$ cat src/rtl/quantize_offset_ctrl.sv
`default_nettype none
// ============================================================================
//  Module      : quantize_offset_ctrl
//  Description : Closed-loop DC-offset controller for one 2-bit quantizer
//                channel. It counts positive-sign and large-magnitude samples
//                over windows of 2^WIN_LOG2 valid samples. At each window end
//                it steps a signed 8-bit offset so that the numbers of positive
//                and negative samples stay balanced. The offset saturates at
//                -128 and +127 and never wraps.
//  Ports       : clk            sample clock
//                reset          asynchronous active-high reset
//                i_enable       loop run (0 = idle, partial window aborted)
//                i_valid        i_y carries a sample this cycle
//                i_y            quantizer code {sign, sign^large}
//                i_freeze       keep counting, never move the offset
//                i_load         one-cycle pulse: offset <= i_load_value
//                i_load_value   signed manual offset
//                o_offset       signed offset to the quantizer
//                o_pos_count    positive samples in the last completed window
//                o_mag_count    large samples in the last completed window
//                o_update       one-cycle strobe in the window-close cycle
//                o_saturated    offset sits at -128 or +127
//  Revision    : 1.0  initial release
// ============================================================================
module quantize_offset_ctrl #(
    parameter int WIN_LOG2 = 10,
    parameter int DEADBAND = 16,
    parameter int STEP     = 1
) (
    input  logic                clk,
    input  logic                reset,
    input  logic                i_enable,
    input  logic                i_valid,
    input  logic [1:0]          i_y,
    input  logic                i_freeze,
    input  logic                i_load,
    input  logic [7:0]          i_load_value,
    output logic [7:0]          o_offset,
    output logic [WIN_LOG2:0]   o_pos_count,
    output logic [WIN_LOG2:0]   o_mag_count,
    output logic                o_update,
    output logic                o_saturated
);

    localparam int DW = WIN_LOG2 + 2;

    localparam logic signed [DW-1:0] c_half     = DW'(1 << (WIN_LOG2 - 1));
    localparam logic signed [DW-1:0] c_deadband = DW'(DEADBAND);
    localparam logic signed [DW-1:0] c_neg_db   = -c_deadband;
    localparam logic signed [8:0]    c_step     = 9'(STEP);
    localparam logic signed [8:0]    c_min9     = -9'sd128;
    localparam logic signed [8:0]    c_max9     = 9'sd127;
    localparam logic [WIN_LOG2-1:0]  c_cnt_one  = WIN_LOG2'(1);
    localparam logic [WIN_LOG2:0]    c_acc_zero = '0;

    typedef enum logic [1:0] {
        ST_IDLE   = 2'd0,
        ST_ACCUM  = 2'd1,
        ST_UPDATE = 2'd2
    } state_t;

    state_t                 r_state;
    state_t                 w_state_next;

    logic [WIN_LOG2-1:0]    r_cnt;
    logic [WIN_LOG2-1:0]    w_cnt_next;
    logic [WIN_LOG2:0]      r_pos_acc;
    logic [WIN_LOG2:0]      w_pos_next;
    logic [WIN_LOG2:0]      r_mag_acc;
    logic [WIN_LOG2:0]      w_mag_next;

    logic [7:0]             r_offset;
    logic [7:0]             w_off_next;
    logic                   r_saturated;
    logic [WIN_LOG2:0]      r_pos_count;
    logic [WIN_LOG2:0]      r_mag_count;

    logic                   w_update;
    logic                   w_is_pos;
    logic                   w_is_large;
    logic signed [DW-1:0]   w_diff;
    logic signed [8:0]      w_off_ext;
    logic signed [8:0]      w_off_dec;
    logic signed [8:0]      w_off_inc;
    logic [7:0]             w_off_dec_sat;
    logic [7:0]             w_off_inc_sat;

    // Sign is the MSB of the code; "large" codes are 01 and 10.
    assign w_is_pos   = ~i_y[1];
    assign w_is_large = i_y[1] ^ i_y[0];

    // Balance error of the closing window; one extra bit keeps N representable
    // and one more makes it signed.
    assign w_diff = $signed({1'b0, r_pos_acc}) - c_half;

    // Step in 9-bit signed arithmetic so the clamp sees the true result.
    assign w_off_ext     = $signed({r_offset[7], r_offset});
    assign w_off_dec     = w_off_ext - c_step;
    assign w_off_inc     = w_off_ext + c_step;
    assign w_off_dec_sat = (w_off_dec < c_min9) ? 8'h80 : w_off_dec[7:0];
    assign w_off_inc_sat = (w_off_inc > c_max9) ? 8'h7F : w_off_inc[7:0];

    // ------------------------------------------------------------------
    // Next-state, window accumulation and update strobe
    // ------------------------------------------------------------------
    always_comb begin
        w_state_next = r_state;
        w_cnt_next   = r_cnt;
        w_pos_next   = r_pos_acc;
        w_mag_next   = r_mag_acc;
        w_update     = 1'b0;

        case (r_state)
            ST_IDLE: begin
                w_cnt_next = '0;
                w_pos_next = c_acc_zero;
                w_mag_next = c_acc_zero;
                if (i_enable) begin
                    w_state_next = ST_ACCUM;
                end
            end

            ST_ACCUM: begin
                if (i_load || !i_enable) begin
                    // A manual load or a loop stop discards the partial window.
                    w_cnt_next   = '0;
                    w_pos_next   = c_acc_zero;
                    w_mag_next   = c_acc_zero;
                    w_state_next = i_enable ? ST_ACCUM : ST_IDLE;
                end else if (i_valid) begin
                    w_cnt_next = r_cnt + c_cnt_one;
                    w_pos_next = r_pos_acc + {{WIN_LOG2{1'b0}}, w_is_pos};
                    w_mag_next = r_mag_acc + {{WIN_LOG2{1'b0}}, w_is_large};
                    if (&r_cnt) begin
                        w_state_next = ST_UPDATE;
                    end
                end
            end

            ST_UPDATE: begin
                // Samples arriving in this cycle are dropped.
                w_update     = 1'b1;
                w_cnt_next   = '0;
                w_pos_next   = c_acc_zero;
                w_mag_next   = c_acc_zero;
                w_state_next = i_enable ? ST_ACCUM : ST_IDLE;
            end

            default: begin
                w_cnt_next   = '0;
                w_pos_next   = c_acc_zero;
                w_mag_next   = c_acc_zero;
                w_state_next = ST_IDLE;
            end
        endcase
    end

    // ------------------------------------------------------------------
    // Offset update: load beats the loop; freeze only stops the loop
    // ------------------------------------------------------------------
    always_comb begin
        w_off_next = r_offset;
        if ((r_state == ST_UPDATE) && !i_freeze) begin
            if (w_diff > c_deadband) begin
                w_off_next = w_off_dec_sat;
            end else if (w_diff < c_neg_db) begin
                w_off_next = w_off_inc_sat;
            end
        end
        if (i_load) begin
            w_off_next = i_load_value;
        end
    end

    // ------------------------------------------------------------------
    // Registers
    // ------------------------------------------------------------------
    always_ff @(posedge clk or posedge reset) begin
        if (reset) begin
            r_state     <= ST_IDLE;
            r_cnt       <= '0;
            r_pos_acc   <= '0;
            r_mag_acc   <= '0;
            r_offset    <= 8'h00;
            r_saturated <= 1'b0;
            r_pos_count <= '0;
            r_mag_count <= '0;
        end else begin
            r_state     <= w_state_next;
            r_cnt       <= w_cnt_next;
            r_pos_acc   <= w_pos_next;
            r_mag_acc   <= w_mag_next;
            r_offset    <= w_off_next;
            r_saturated <= (w_off_next == 8'h80) || (w_off_next == 8'h7F);
            if (r_state == ST_UPDATE) begin
                r_pos_count <= r_pos_acc;
                r_mag_count <= r_mag_acc;
            end
        end
    end

    assign o_offset    = r_offset;
    assign o_pos_count = r_pos_count;
    assign o_mag_count = r_mag_count;
    assign o_update    = w_update;
    assign o_saturated = r_saturated;

endmodule
`default_nettype wire

$ cat config.mk
export PLATFORM = sky130hd
export DESIGN_NAME = quantize_offset_ctrl
export DESIGN_NICKNAME = d
export VERILOG_FILES = /design/src/rtl/quantize_offset_ctrl.sv
export SDC_FILE = /design/constraint.sdc
export NUM_CORES = 1
export LEC_CHECK = 0
export ABC_AREA = 1
export CAP_MARGIN = 25
export CORE_MARGIN = 2
export CORE_UTILIZATION = 50
export DETAILED_ROUTE_END_ITERATION = 12
export PLACE_DENSITY = 0.88
export SETUP_SLACK_MARGIN = 0.02
export SKIP_CTS_REPAIR_TIMING = 1
export SLEW_MARGIN = 10
export SYNTH_ARGS = -nofsm -noshare
export SYNTH_HDL_FRONTEND = slang
export SYNTH_SLANG_ARGS = --single-unit
$ cat constraint.sdc
create_clock -name clk -period 1.9 [get_ports clk]
set_input_delay 0.38 -clock clk [delete_from_list [all_inputs] [get_ports clk]]
set_output_delay 0.38 -clock clk [all_outputs]
set_load 0.02 [all_outputs]
After elaboration in Yosys (flattened, before gate mapping)
Cells that the tools add are included.
{"block": "classes", "add_sub_neg": 6, "order_cmp": 4, "eq_ne": 7, "n_mux": 22, "n_bitwise": 2, "n_reduce_logical": 8}
{"operator": "$mux 11", "n": 6}
{"operator": "$mux 8", "n": 6}
{"operator": "$mux 10", "n": 3}
{"operator": "$add 11x1->11", "n": 2}
{"operator": "$gt 12x6->1 const B", "n": 1}
{"operator": "$lt 12x5->1 const B", "n": 1}
{"operator": "$sub 11x10->12 const B", "n": 1}
{"operator": "$add 10x1->10 const B", "n": 1}
{"operator": "$reduce_and 10->1", "n": 1}
{"operator": "$add 8x2->9 const B", "n": 1}
{"operator": "$gt 9x8->1 const B", "n": 1}
{"operator": "$lt 9x8->1 const B", "n": 1}
{"operator": "$sub 8x2->9 const B", "n": 1}
{"operator": "$eq 8x7->1 const B", "n": 1}
{"operator": "$eq 8x8->1 const B", "n": 1}
{"operator": "$mux 2", "n": 4}
{"operator": "$ne 3x3->1 const B", "n": 2}
{"operator": "$pmux 2 s3", "n": 1}
{"operator": "$reduce_and 3->1", "n": 1}
{"operator": "$eq 2x1->1 const B", "n": 1}
{"operator": "$eq 2x2->1 const B", "n": 1}
{"operator": "$logic_not 1->1", "n": 2}
{"operator": "$logic_not 2->1", "n": 1}
{"operator": "$logic_or 1x1->1", "n": 2}
{"operator": "other kinds (5)", "n": 6}
{"block": "word_totals", "ff_bits": 65, "out_inout_bits": 32, "word_cells": 57}

Longest topological paths before layout
{"block": "logic_depth", "depth_word": 9, "ltp_mapped": 20}

Worst setup path before layout
OpenSTA, ideal clock, no wires.
{"block": "synth_timing", "path_type": "flip-flop to flip-flop", "start": "register r_offset[0], in the netlist o_offset[0]", "end": "register r_saturated, in the netlist o_saturated", "setup_time_ns": 0.065, "arrival_ns": 1.980, "required_ns": 1.835, "slack_ns": -0.145, "path_stages_with_launch": 17, "n_path_buf": 0, "synth_period_minus_slack_ns": 2.045, "cell_sequence": "dfrtp_1 inv_1 ha_1 nand3_2 nor2_1 nand2_1 nand2_1 nand3_2 nand2_1 nor2_1 nor2_1 nand2_1 a21boi_0 nand2_1 nor2_1 nand2_1 nand2_1"}
{"block": "synth_between", "elab_chain_len": 9, "elab_cells_between_ends": 13, "classes_between": "add/sub: 2; order compare: 2; eq/ne: 2; mux: 6; reduce/logical: 1"}
{"item": "start: declaration", "line_no": "72", "text": "logic [7:0] r_offset;"}
{"item": "start signal: assignment", "line_no": "193", "text": "r_offset <= w_off_next;"}
{"item": "$add 8x2->9", "line_no": "99", "text": "assign w_off_inc = w_off_ext + c_step;"}
{"item": "$gt 9x8->1", "line_no": "101", "text": "assign w_off_inc_sat = (w_off_inc > c_max9) ? 8'h7F : w_off_inc[7:0];"}
{"item": "$mux 8", "line_no": "101"}
{"item": "$mux 8", "line_no": "166", "text": "end else if (w_diff < c_neg_db) begin"}
{"item": "$mux 8", "line_no": "164", "text": "if (w_diff > c_deadband) begin"}
{"item": "$mux 8 *", "line_no": "163", "text": "if ((r_state == ST_UPDATE) && !i_freeze) begin"}
{"item": "$mux 8 *", "line_no": "170", "text": "if (i_load) begin"}
{"item": "$eq 8x8->1 or $eq 8x7->1 (tied branches)", "line_no": "194", "text": "r_saturated <= (w_off_next == 8'h80) || (w_off_next == 8'h7F);"}
{"item": "$logic_or 1x1->1 *", "line_no": "194"}
{"item": "end signal: assignment", "line_no": "194"}
{"item": "end: declaration", "line_no": "74", "text": "logic r_saturated;"}
Every way passes the cells marked *; elsewhere a longest branch is shown, timed or not.
A chain may end at the register's enable or synchronous reset.

Worst setup path in the final report
{"block": "layout_timing", "start": "register r_pos_acc[9]", "end": "register r_saturated, in the netlist o_saturated"}
{"block": "layout_between", "elab_chain_len": 8, "elab_cells_between_ends": 10, "classes_between": "add/sub: 1; order compare: 2; eq/ne: 2; mux: 4; reduce/logical: 1"}
{"item": "start: declaration", "line_no": "67", "text": "logic [WIN_LOG2:0] r_pos_acc;"}
{"item": "start signal: assignment", "line_no": "191", "text": "r_pos_acc <= w_pos_next;"}
{"item": "$sub 11x10->12 *", "line_no": "94", "text": "assign w_diff = $signed({1'b0, r_pos_acc}) - c_half;"}
{"item": "$lt 12x5->1", "line_no": "166"}
{"item": "$mux 8", "line_no": "166"}
{"item": "$mux 8 *", "line_no": "164"}
{"item": "$mux 8 *", "line_no": "163"}
{"item": "$mux 8 *", "line_no": "170"}
{"item": "named net w_off_next[1]", "line_no": "73", "text": "logic [7:0] w_off_next;"}
{"item": "$eq 8x8->1 or $eq 8x7->1 (tied branches)", "line_no": "194"}
{"item": "$logic_or 1x1->1 *", "line_no": "194"}
Mark *: on every way through the listed nets, which the timed path passes. The rest lies on a longest branch.

==> impl_metrics.py <==
metrics = {
    "cts": {
        "clkTransAtPathRegs_ps": 80,
        "h-tree-depth": 3,
        "cts_tree": "done",
        "cts-root-buf": "clkbuf_8",
        "cts_buffer_depth": 2,
        "cts_buffers": 9,
        "cts_num_sinks": 65,
        "clock_latency_ps": 350,
    },
    "setup_path": {
        "rr_worst_depth": 17,
        "crit_path_frequent_cell": "nand2_1",
        "crit_type": "reg -> reg",
        "cp-start-kind": "flip-flop",
        "r2r_start": "r_pos_acc[9]",
        "crit_path_max_incr_delay_ps": 370,
        "r2r_end": "o_saturated",
        "cp.required_ps": 2180,
        "endpoint_kind": "flip-flop",
        "crit_start": "r_pos_acc[9]",
        "path_cells": "inv_2 > ha_1 > nand3_2 > nor2_2 > nand2_1 > nand3_2 > buf_4 > o21ai_0 > inv_1 > nand2_1 > nand2_2 > nand2_2 > nand2_2 > nand2_1 > nor2_1 > nand2_1 > nand2_1",
        "arrival_ps": 2480,
        "reg2reg_setup_slack_ps": -300,
        "cp_max_fo": 5,
        "crit_slowest_cell": "dfrtp_1",
    },
    "status": {
        "status": "complete, but fails checks",
        "violations": "negative setup slack",
    },
    "die": {
        "core_um2": 7330,
        "start_util_pct": 52.1,
        "row_count": 31,
        "die_w_um": 91.4,
        "io_pins": 48,
        "die_h_um": 91.4,
        "dieArea_um2": 8350,
    },
    "yosys": {
        "synth_warnings": 0,
        "synth_edf_count": 0,
        "ys_seq_area_share_pct": 42.6,
        "ys_types": 38,
        "yosysTopAreaCell": "dfrtp_1",
        "ys.flop_type": "dfrtp_1",
        "synth-async-reset-ratio_pct": 100,
        "synth_seq_cells": 65,
        "synth.area.top_cells": "dfrtp_1, nand2_1, inv_1",
        "syn_inst": 520,
        "synth_top_area_share_pct": 42.6,
        "netlist_area_um2": 3820,
        "avgSynthCellArea_um2": 7.35,
        "synth_nets": 545,
    },
    "global_routing": {
        "grt_overflow_total": 0,
        "grt_usage_pct": 25.2,
        "grt_max_degree": 66,
        "antenna_found_initial": 0,
        "grt_first_pass_wirelength_mm": 17.0,
        "grt_pass1_vias": 3768,
    },
    "power_and_ir_drop": {
        "power_leakage_nw": 2.54,
        "ir_drop_mv": 0.526,
        "finalPower_mw": 3.36,
        "powerDensity_nw_per_um2": 631,
    },
    "layout": {
        "final_core_util_pct": 72.6,
        "layout-drive-gt1-share_pct": 26.1,
        "n_antenna_cell": 0,
        "mostFrequentLayoutCells": "nand2_1, inv_1, buf_4",
        "final_common_cell": "nand2_1",
        "final_nets": 653,
        "syn_to_final_growth_pct": 39.4,
        "design_area_um2": 5330,
        "fill_cells": 447,
    },
    "hold_path": {
        "worst_hold_path_type": "in -> async",
    },
    "drt": {
        "wire_per_inst_um": 16.7,
        "vias": 4254,
        "final_antenna_net_count": 0,
        "vias_per_cell": 5.82,
        "drtPass1Iterations": 5,
        "drc_errors": 0,
        "routed_wl_mm": 12.2,
        "drt_iter0_markers": 435,
    },
    "sta": {
        "slew_headroom_pct": 62.4,
        "min_period_over_period_pct": 116,
        "skew_ps": 13.0,
        "max_slew.worst_pin.slew_ps": 559,
        "max_freq_ghz": 0.454,
        "timing.final.max_slew_violations": 0,
        "fin_crit_ps": 2200,
        "rsz0062_at_grt": "yes",
        "hold_viol": 0,
        "worst_slack_ps": -304,
        "setup_violations": 4,
    },
    "placed_design": {
        "place_congestion": 0.943,
        "post_dp_cell_area_um2": 4710,
        "place_ws_ps": -328,
        "io_buffers": 47,
        "place_hpwl_mm": 7.11,
    },
    "flow_run": {
        "maxCapViolCount": 0,
    },
}
==> area by class of cell <==
class	count	area (um2)	area share, %
sequential	65	1630	30.7
tap	99	124	2.33
timing repair buffer	113	1010	19.0
multi-input combinational	366	2080	39.1
clock inverter	6	68.8	1.29
clock buffer	9	124	2.33
inverter	73	280	5.26
==> critical path: cells and delay by family (launching register included) <==
family | cells | cell delay [ps]
AO/OA/AOI/OAI | 1 | 110
adder cells (fa/ha/maj) | 1 | 290
buffers and inverters | 3 | 300
flip-flops | 1 | 370
AND/OR/NAND/NOR | 12 | 1080
==> cell families after synthesis <==
family / Yosys count / share of synthesized area (%)
compound gates: 96 / 14.1
xor+xnor: 8 / 1.83
simple gates: 253 / 29.1
buf+inv: 89 / 9.47
fa+ha+maj: 9 / 2.95
flops: 65 / 42.6
==> cells in the mapped netlist, types with 2 or more instances <==
master	number
a211oi_1	2
a21boi_0	3
a21boi_1	2
a21oi_1	34
a31oi_1	2
buf_6	3
clkbuf_1	10
dfrtp_1	65
ha_1	9
inv_1	68
inv_2	4
nand2_1	130
nand2_2	7
nand3_1	27
nand3_2	4
nand4_1	4
nor2_1	53
nor2_4	3
nor3_1	16
nor4_1	6
o21ai_0	44
o21ai_1	2
xor2_1	7
==> stage by stage <==
stage	TNS (ps)	instances	hold slack, ps
final	-887	731	444
after global routing	-1450	731	503
after global placement	-1820	699	461
after detailed placement	-3360	699	463
after CTS	-753	714	480
after floorplan	-76.5	520	434
==> state kept, by name, summed over array words and instances, names as in the netlist <==
register / count
o_saturated: 1
o_offset: 8
r_cnt: 10
r_state: 2
r_pos_acc: 11
o_mag_count: 11
o_pos_count: 11
r_mag_acc: 11
==> report_power, final <==
| part | leakage, nW | total [mW] | internal, mW | switching, mW |
|---|---|---|---|---|
| Combinational | 1.56 | 0.690 | 0.288 | 0.402 |
| Clock | 0.0957 | 1.19 | 0.605 | 0.581 |
| Sequential | 0.882 | 1.48 | 1.42 | 0.0632 |
| Total | 2.54 | 3.36 | 2.31 | 1.05 |
==> worst max-delay path by stage <==
stage                               end  slack (ps)
after floorplan             o_saturated         -80
after global placement     r_mag_acc[9]        -220
after detailed placement  r_mag_acc[10]        -330
after CTS                   o_offset[2]        -180
after global routing        o_saturated        -420
final                       o_saturated        -300
==> metal layers <==
metal	up-vias	track usage (%)	wire, um
li1	1900	-	-
met1	2012	31.8	4570
met2	274	43.2	6150
met3	68	3.90	960
met4	0	9.97	514
met5	-	0	0
No activity file was read; power rests on OpenSTA's default activity.
